[config.mk]
export PLATFORM = sky130hd
export DESIGN_NAME = mem_access_unit
export DESIGN_NICKNAME = d
export VERILOG_FILES = /design/src/rtl/mem_access_pkg.sv /design/src/rtl/req_fifo.sv /design/src/rtl/mem_access_unit.sv
export SDC_FILE = /design/constraint.sdc
export NUM_CORES = 1
export LEC_CHECK = 0
export ABC_AREA = 1
export BUFFER_PORTS_ARGS = -buffer_cell sky130_fd_sc_hd__buf_2
export CAP_MARGIN = 10
export CORE_MARGIN = 3
export CORE_UTILIZATION = 52
export DETAILED_ROUTE_END_ITERATION = 6
export GPL_TIMING_DRIVEN = 1
export HOLD_SLACK_MARGIN = 0.12
export PLACE_DENSITY = 0.85
export SETUP_SLACK_MARGIN = 0.4
export SLEW_MARGIN = 20
export SYNTH_ARGS = -nofsm -noshare
export SYNTH_HDL_FRONTEND = slang
export SYNTH_SLANG_ARGS = --single-unit
[constraint.sdc]
create_clock -name clka -period 2.3 [get_ports clka]
set_clock_uncertainty 0.15 [all_clocks]
set_input_delay 0.23 -clock clka [delete_from_list [all_inputs] [get_ports clka]]
set_output_delay 0.23 -clock clka [all_outputs]
set_load 0.005 [all_outputs]
[src/rtl/mem_access_pkg.sv]
// Shared types and widths for the load/store front end: request record,
// sequencer states and the memory-side address/data widths.
package mem_access_pkg;

    localparam int ADDR_W = 4;
    localparam int DATA_W = 8;

    typedef enum logic [1:0] {
        IDLE  = 2'd0,
        WRITE = 2'd1,
        READ  = 2'd2
    } state_t;

    typedef struct packed {
        logic              write;
        logic [ADDR_W-1:0] addr;
        logic [DATA_W-1:0] wdata;
    } req_t;

endpackage

[src/rtl/req_fifo.sv]
// In-order request buffer between the core handshake and the memory sequencer.
// Head entry stays visible until popped, so the sequencer reads it in place.
module req_fifo
    import mem_access_pkg::*;
#(
    parameter int QDEPTH = 2
) (
    input  logic clka,
    input  logic restart,
    input  logic push,
    input  logic pop,
    input  req_t din,
    output req_t head,
    output logic full,
    output logic empty
);

    localparam int PTR_W = (QDEPTH > 1) ? $clog2(QDEPTH) : 1;
    localparam logic [PTR_W:0] DEPTH = (PTR_W + 1)'(QDEPTH);

    req_t             slots [QDEPTH];
    logic [PTR_W-1:0] wr_ptr;
    logic [PTR_W-1:0] rd_ptr;
    logic [PTR_W:0]   count;

    // Pointers wrap naturally because the depth is a power of two.
    always_ff @(posedge clka) begin
        if (restart) begin
            wr_ptr <= '0;
            rd_ptr <= '0;
            count  <= '0;
        end else begin
            if (push)
                wr_ptr <= wr_ptr + 1'b1;
            if (pop)
                rd_ptr <= rd_ptr + 1'b1;
            case ({push, pop})
                2'b10:   count <= count + 1'b1;
                2'b01:   count <= count - 1'b1;
                default: ;
            endcase
        end
    end

    always_ff @(posedge clka) begin
        if (push)
            slots[wr_ptr] <= din;
    end

    assign head  = slots[rd_ptr];
    assign full  = (count == DEPTH);
    assign empty = (count == '0);

endmodule

[src/rtl/mem_access_unit.sv]
// Load/store front end: queues core byte requests and sequences them onto the
// data memory pins, returning load data through a valid/ready response port.
module mem_access_unit
    import mem_access_pkg::*;
#(
    parameter int RD_WAIT = 1,
    parameter int QDEPTH  = 2
) (
    input  logic              clka,
    input  logic              restart,
    input  logic              req_valid,
    output logic              req_ready,
    input  logic              req_write,
    input  logic [ADDR_W-1:0] req_addr,
    input  logic [DATA_W-1:0] req_wdata,
    output logic              rsp_valid,
    input  logic              rsp_ready,
    output logic [DATA_W-1:0] rsp_rdata,
    output logic              mem_read_enable,
    output logic              mem_write_enable,
    output logic [ADDR_W-1:0] mem_addr,
    output logic [DATA_W-1:0] mem_wdata,
    input  logic [DATA_W-1:0] mem_rdata,
    output logic              busy
);

    localparam logic [2:0] LAST_CNT = 3'(RD_WAIT - 1);

    state_t            state;
    state_t            next_state;
    logic [2:0]        rd_cnt;
    req_t              in_req;
    req_t              head;
    logic              full;
    logic              empty;
    logic              push;
    logic              pop;
    logic              last_read;
    logic              next_re;
    logic              next_we;
    logic [ADDR_W-1:0] next_addr;
    logic [DATA_W-1:0] next_wdata;

    assign in_req.write = req_write;
    assign in_req.addr  = req_addr;
    assign in_req.wdata = req_wdata;

    assign req_ready = !full;
    assign push      = req_valid && !full;
    assign last_read = (state == READ) && (rd_cnt == LAST_CNT);
    assign pop       = (state == WRITE) || last_read;
    assign busy      = !empty || (state != IDLE);

    req_fifo #(.QDEPTH(QDEPTH)) u_fifo (
        .clka    (clka),
        .restart (restart),
        .push    (push),
        .pop     (pop),
        .din     (in_req),
        .head    (head),
        .full    (full),
        .empty   (empty)
    );

    always_ff @(posedge clka) begin
        if (restart) begin
            state  <= IDLE;
            rd_cnt <= 3'd0;
        end else begin
            state  <= next_state;
            rd_cnt <= (state == READ && !last_read) ? rd_cnt + 3'd1 : 3'd0;
        end
    end

    // A load may only start once the response slot is free or being drained.
    always_comb begin
        next_state = state;
        case (state)
            IDLE: begin
                if (!empty) begin
                    if (head.write)
                        next_state = WRITE;
                    else if (!rsp_valid || rsp_ready)
                        next_state = READ;
                end
            end
            WRITE:   next_state = IDLE;
            READ:    next_state = last_read ? IDLE : READ;
            default: next_state = IDLE;
        endcase
    end

    // Memory pins are registered copies of what the upcoming state drives,
    // so they line up exactly with the cycles spent in WRITE or READ.
    always_comb begin
        next_we    = 1'b0;
        next_re    = 1'b0;
        next_addr  = '0;
        next_wdata = '0;
        case (next_state)
            WRITE: begin
                next_we    = 1'b1;
                next_addr  = head.addr;
                next_wdata = head.wdata;
            end
            READ: begin
                next_re   = 1'b1;
                next_addr = head.addr;
            end
            default: ;
        endcase
    end

    always_ff @(posedge clka) begin
        if (restart) begin
            mem_write_enable <= 1'b0;
            mem_read_enable  <= 1'b0;
            mem_addr         <= '0;
            mem_wdata        <= '0;
            rsp_valid        <= 1'b0;
            rsp_rdata        <= '0;
        end else begin
            mem_write_enable <= next_we;
            mem_read_enable  <= next_re;
            mem_addr         <= next_addr;
            mem_wdata        <= next_wdata;
            if (last_read) begin
                rsp_valid <= 1'b1;
                rsp_rdata <= mem_rdata;
            end else if (rsp_ready) begin
                rsp_valid <= 1'b0;
            end
        end
    end

endmodule

# Word level (Yosys, flattened, before mapping)
# Memory sizes are Yosys's and may differ from the RTL's. A register that Yosys moved wholly into a read port is not among the register bits.
# Cells that the tools add are included.
dict set report totals {
  register_bits 32
  latch_bits 0
  ramBits 26
  rom_bits 0
  input_bits 25
  out_inout_bits 25
  word_cells 61
  n_memories 1
}
dict set report op_classes {
  addsub 5
  n_mul 0
  div 0
  order_cmp 0
  n_eq_ne 7
  n_shift 0
  n_mux 14
  n_bitwise 3
  n_reduce_logical 20
}
# name words word_bits read_ports rd_clocked_by_memory_dff wr line
set mem_list {}
lappend mem_list {u_fifo.slots 2 13 1 1 1 req_fifo.sv:21} ;# req_t slots [QDEPTH];
# cell count
set op_table {}
lappend op_table {{2-bit == test, second input constant} 4}
lappend op_table {{1-bit 2-to-1 mux} 8}
lappend op_table {{2-bit 2-to-1 mux} 4}
lappend op_table {{2-bit one-hot mux with 2 select lines} 2}
lappend op_table {{2-bit OR reduction} 4}
lappend op_table {{2-bit by 1-bit == test with 1-bit output, second input constant} 3}
lappend op_table {{2-bit nonzero test} 3}
lappend op_table {{1-bit zero test} 4}
lappend op_table {{2-bit zero test} 2}
lappend op_table {{3-bit by 1-bit adder with 3-bit output, second input constant} 1}
lappend op_table {{1-bit logical AND} 3}
lappend op_table {{3-bit zero test} 1}
lappend op_table {{1-bit logical OR} 3}
lappend op_table {{1-bit inverter} 3}
lappend op_table {{1-bit adder, second input constant} 2}
lappend op_table {{2-bit by 1-bit adder with 2-bit output, second input constant} 1}
lappend op_table {{2-bit by 1-bit subtractor with 2-bit output, second input constant} 1}

# Longest topological paths before layout
dict set report logic_depth {
  ltp_word 10
  mapped_depth 13
  depth_no_buf 12
}

# Cells and area by module
# From an unflattened synthesis, not the netlist that was laid out.
dict set report hier_totals {
  hier_cells 212
  area_unflattened_um2 2247.2
}
# mod n_inst cells_each area_per_inst_um2 seq_area_each_um2
set modules_own_cells {}
lappend modules_own_cells {req_fifo 1 73 1201.2 880.8}
lappend modules_own_cells {mem_access_unit 1 139 1046.0 560.5}

# Worst setup path after synthesis
# Ideal clock, no wire load.
dict set report synth_path {
  kind {reg-to-reg}
  start {register rd_cnt[0]}
  end {register u_fifo.count[1]}
  setup_time_ps 115
  arrival_ps 1446
  required_ps 2035
  setup_slack_ps 589
  stages_incl_launch_ff 13
  path_buffers 1
  synth_period_minus_slack_ps 1711
  path_cell_list {dfxtp_1 -> inv_1 -> ha_1 -> inv_1 -> nor2_1 -> nand2_2 -> buf_6 -> nand2_1 -> ha_1 -> inv_1 -> nand4_1 -> nand2_1 -> nor2_1}
}
dict set report synth_between {
  elab_chain_len 5
  elab_cells_between_ends 7
  cone_classes {eq/ne (2); mux (1); reduce/logical (4)}
}
# item line
set synth_rtl {}
lappend synth_rtl {{from (decl)} mem_access_unit.sv:31} ;# logic [2:0] rd_cnt;
lappend synth_rtl {{from (signal assigned)} mem_access_unit.sv:71} ;# rd_cnt <= (state == READ && !last_read) ? rd_cnt + 3'd1 : 3'd0;
lappend synth_rtl {{3-bit zero test *} mem_access_unit.sv:50} ;# assign last_read = (state == READ) && (rd_cnt == LAST_CNT);
lappend synth_rtl {{1-bit logical AND *} mem_access_unit.sv:50}
lappend synth_rtl {{1-bit logical OR *} mem_access_unit.sv:51} ;# assign pop = (state == WRITE) || last_read;
lappend synth_rtl {{2-bit by 1-bit == test with 1-bit output or 2-bit == test (tied branches)} req_fifo.sv:37} ;# case ({push, pop})
lappend synth_rtl {{2-bit one-hot mux with 2 select lines or 2-bit nonzero test (tied branches)} -}
lappend synth_rtl {{to (signal assigned)} req_fifo.sv:38} ;# 2'b10: count <= count + 1'b1;
lappend synth_rtl {{to (signal assigned)} req_fifo.sv:39} ;# 2'b01: count <= count - 1'b1;
lappend synth_rtl {{to (decl)} req_fifo.sv:24} ;# logic [PTR_W:0] count;
# Mark *: on every way between the ends. The rest lies on a longest branch, timed or not.
# A chain may end at the register's enable or synchronous reset.

# Worst setup path in the final report
dict set report layout_path {
  start {register rd_cnt[0]}
  end {register rsp_valid}
}
dict set report layout_between {
  elab_chain_len 3
  elab_cells_between_ends 4
  cone_classes {mux (1); reduce/logical (3)}
}
# item line
set layout_rtl {}
lappend layout_rtl {{3-bit zero test *} mem_access_unit.sv:50}
lappend layout_rtl {{1-bit logical AND *} mem_access_unit.sv:50}
lappend layout_rtl {{1-bit 2-to-1 mux or 2-bit nonzero test (tied branches)} -}
lappend layout_rtl {{to (signal assigned)} mem_access_unit.sv:120} ;# rsp_valid <= 1'b0;
lappend layout_rtl {{to (signal assigned)} mem_access_unit.sv:128} ;# rsp_valid <= 1'b1;
lappend layout_rtl {{to (signal assigned)} mem_access_unit.sv:131} ;# rsp_valid <= 1'b0;
lappend layout_rtl {{to (decl)} mem_access_unit.sv:16} ;# output logic rsp_valid,
# Marked as above.

==> qor.csv <==
stage,metric,value,unit
clocking,H-tree depth,3,
logic_synthesis,largest family of logic cells by synthesized area,simple AND/OR/NAND/NOR gates,
drt,Routed WL,4.40,mm
die,Starting Density,0.559,
global_routing,vias in the first global route,1582,
power,PnR Total Power,0.00308,W
critical_path,Crit Path Category,register to register,
worst_hold_path,Hold Path Origin,rsp_ready,
placement,worst slack at placement,0.450,ns
sta,final setup TNS,0,ns
logic_synthesis,Simple-Gate Fraction of Synth Area,0.156,
finish,share of cells above drive strength 1,0.258,
global_routing,GRT Overall Usage,0.189,
clocking,CTS Sinks,59,
finish,# fillers,247,
sta,final hold viol count,0,
sta,Max-slew headroom,0.725,
sta,Fmax,548,MHz
finish,Area Overhead vs Synth,34.1,%
sta,Least-Margin Pin Slew,0.412,ns
logic_synthesis,mux cell area share after synthesis,0,
drt,DR DRC count,0,
power,peak supply drop,896,uV
die,core box area,0.00377,sq mm
critical_path,Critical Path End Type,register,
drt,DRC marker count from the first detailed-route iteration,68,
clocking,TritonCTS clock tree,built,
run,Max-cap violations,0,
placement,GPL Wtd Cong,0.771,
global_routing,first-pass GRT wire length,7.00,mm
die,number of core rows,22,
drt,DR WL/cell,13.1,um
power,Pleak,1.29,nW
worst_hold_path,WHS Path Cells,5,
logic_synthesis,Syn Inst Count,200,
logic_synthesis,Synth cell types,22,
logic_synthesis,area of the mapped netlist,0.00211,sq mm
critical_path,Reg-to-Reg End,rsp_valid,
logic_synthesis,adder-cell share of the synthesized area,0.0297,
die,IO Count,50,
clocking,clk buf depth,2,
global_routing,maximum number of pins on one net before global-route repair,14,
placement,final HPWL from detailed placement,2.63,mm
logic_synthesis,Mapped Nets,230,
critical_path,worst setup path end,rsp_valid,
drt,first-pass iteration count of the detailed router,4,
drt,vias,1622,
power,cell area power density,1090,mW/mm^2
sta,setup ws final,0.474,ns
die,die width,69.7,um
logic_synthesis,"Seq/Total Area, Yosys",0.684,
logic_synthesis,complex-gate fraction of the synthesized area,0.0665,
logic_synthesis,post-synthesis xor/xnor area fraction,0.00416,
sta,final setup violation count,0,
critical_path,R2R Path Start,rd_cnt[0],
clocking,total setup buffers inserted after CTS,0,
placement,Port Buffers,49,
critical_path,r2r setup slk,0.47,ns
drt,vias per cell,4.84,
worst_hold_path,Hold Crit Class,primary input to register,
logic_synthesis,syn avg cell area,10.5,sq um
critical_path,crit path DAT,1.95,ns
clocking,"Clk Latency, worst-skew pair",0.33,ns
drt,post-route ant nets,0,
sta,Final Max Tran Viols,0,
logic_synthesis,Synth Warn #,0,
critical_path,Worst EP required,2.42,ns
die,Die ar.,0.00485,sq mm
sta,Final period util,0.794,
clocking,Clock transition at path regs,0.06,ns
critical_path,worst-path fanout max,13,
sta,RSZ-0062 raised after global routing,true,
finish,Final nets,313,
global_routing,initial antenna violation count,0,
die,die height,69.7,um
finish,ANT cells,0,
clocking,cts bufs inserted,9,
logic_synthesis,Seq cells post-synth,59,
global_routing,total gr overflow,0,
critical_path,Startpoint Class,register,
critical_path,Worst R2R Path Depth,7,
sta,crit path time final,1.83,ns
critical_path,crit path from,rd_cnt[0],
status,status,"finished, final reports clean",
clocking,Root Buffer,clkbuf_8,
[how the worst min path moves through the flow]
stage	endpoint	slack, ns
3_3_place_gp	u_fifo.slots[1][11]	0.27
3_5_place_dp	u_fifo.slots[0][2]	0.27
2_1_floorplan	rsp_valid	0.15
6_report	state[1]	0.26
4_1_cts	state[1]	0.19
5_1_grt	state[1]	0.28
[cell families (layout without fill, tap and decap cells)]
logic type      count (synthesis)  after routing
buf+inv                        28            115
xor+xnor                        1              1
fa+ha+maj                       5              5
compound gates                 27             27
simple gates                   80             80
flops                          59             59
[metrics by stage]
step | hold slack, ns | util | cells | instance area, sq um
after floorplan | 0.149 | - | 200 | 2110
after global placement | 0.269 | 0.636 | 296 | 2400
after detailed placement | 0.273 | 0.636 | 296 | 2400
after CTS | 0.194 | 0.746 | 335 | 2810
after global routing | 0.280 | 0.749 | 335 | 2830
final | 0.260 | 0.749 | 335 | 2830
[per-layer routing]
metal,vias to the layer above,global-route usage,part of all wire
met1,746,0.196,0.37
li1,808,-,-
met5,-,0,0
met4,0,0.115,0.049
met3,21,0.0783,0.047
met2,47,0.319,0.53
[synth_stat cells]
| library cell | n | share of area |
|---|---|---|
| buf_4 | 1 | 0.0036 |
| buf_6 | 2 | 0.011 |
| ha_1 | 5 | 0.030 |
| buf_2 | 1 | 0.0024 |
| nand3_1 | 4 | 0.0095 |
| o21ai_1 | 7 | 0.017 |
| inv_1 | 21 | 0.037 |
| a21oi_1 | 17 | 0.040 |
| nor2_2 | 1 | 0.0030 |
| nand2_2 | 4 | 0.012 |
| nand4_1 | 1 | 0.0030 |
| nor2_4 | 1 | 0.0053 |
| nor3_1 | 1 | 0.0024 |
| o21ai_2 | 1 | 0.0042 |
| nor2_1 | 29 | 0.052 |
| edfxtp_1 | 26 | 0.37 |
| dfxtp_1 | 33 | 0.31 |
| a31oi_1 | 1 | 0.0030 |
| inv_2 | 3 | 0.0053 |
| xnor2_1 | 1 | 0.0042 |
| o21ai_0 | 1 | 0.0024 |
| nand2_1 | 39 | 0.069 |
[layout by cell type (no fill, tap or decap), types with 2 or more instances in the layout]
master         synthesis  layout
dlygate4sd3_1          0      24
nand2_1               39      39
inv_1                 21      21
nand2_2                4       3
clkinv_1               0       2
nand3_1                4       4
buf_2                  1      49
o21ai_1                7       7
ha_1                   5       5
dfxtp_1               33      32
clkbuf_1               0       2
edfxtp_1              26      26
a21oi_1               17      17
nor2_1                29      29
inv_2                  3       2
buf_4                  1       3
clkbuf_8               0       9
[worst max-delay path: stages, from the launching register on]
cell and delay (ns):
dfxtp_1 0.32, inv_1 0.06, ha_1 0.15, inv_1 0.04, nor2_1 0.16, nand2_4 0.15, a21oi_1 0.15, dlygate4sd3_1 0.59
[state kept, by name, summed over array words and instances, names as in the netlist, named ones only]
name,cells
mem_read_enable,1
u_fifo.rd_ptr,1
mem_write_enable,1
mem_addr,4
rsp_rdata,8
rsp_valid,1
u_fifo.count,2
u_fifo.wr_ptr,1
state,2
mem_wdata,8
rd_cnt,3
u_fifo.slots,26
[cell type report]
type	instances	area (sq um)	area share
flip-flops and latches	59	1450	0.512
multi-input cells	113	546	0.193
repair buffers	76	508	0.180
clock buffers	11	131	0.0465
inverters	24	92.6	0.0328
well taps	48	60.1	0.0213
clock inverters	4	42.5	0.0151
[timing repair]
action / CTS / global route
hold endpoints to repair: 39 / 0
hold buffers: 24 / 0
endpoints found under the setup margin: 0 / 15
gates resized for setup: 0 / 4
[power breakdown]
part / leakage, nW / internal, W / switching (W)
combinational: 0.685 / 0.000314 / 0.000488
clock: 0.0882 / 0.000485 / 0.000363
sequential: 0.512 / 0.00133 / 0.0000989
Note: power is estimated with default switching activity, not from simulation.
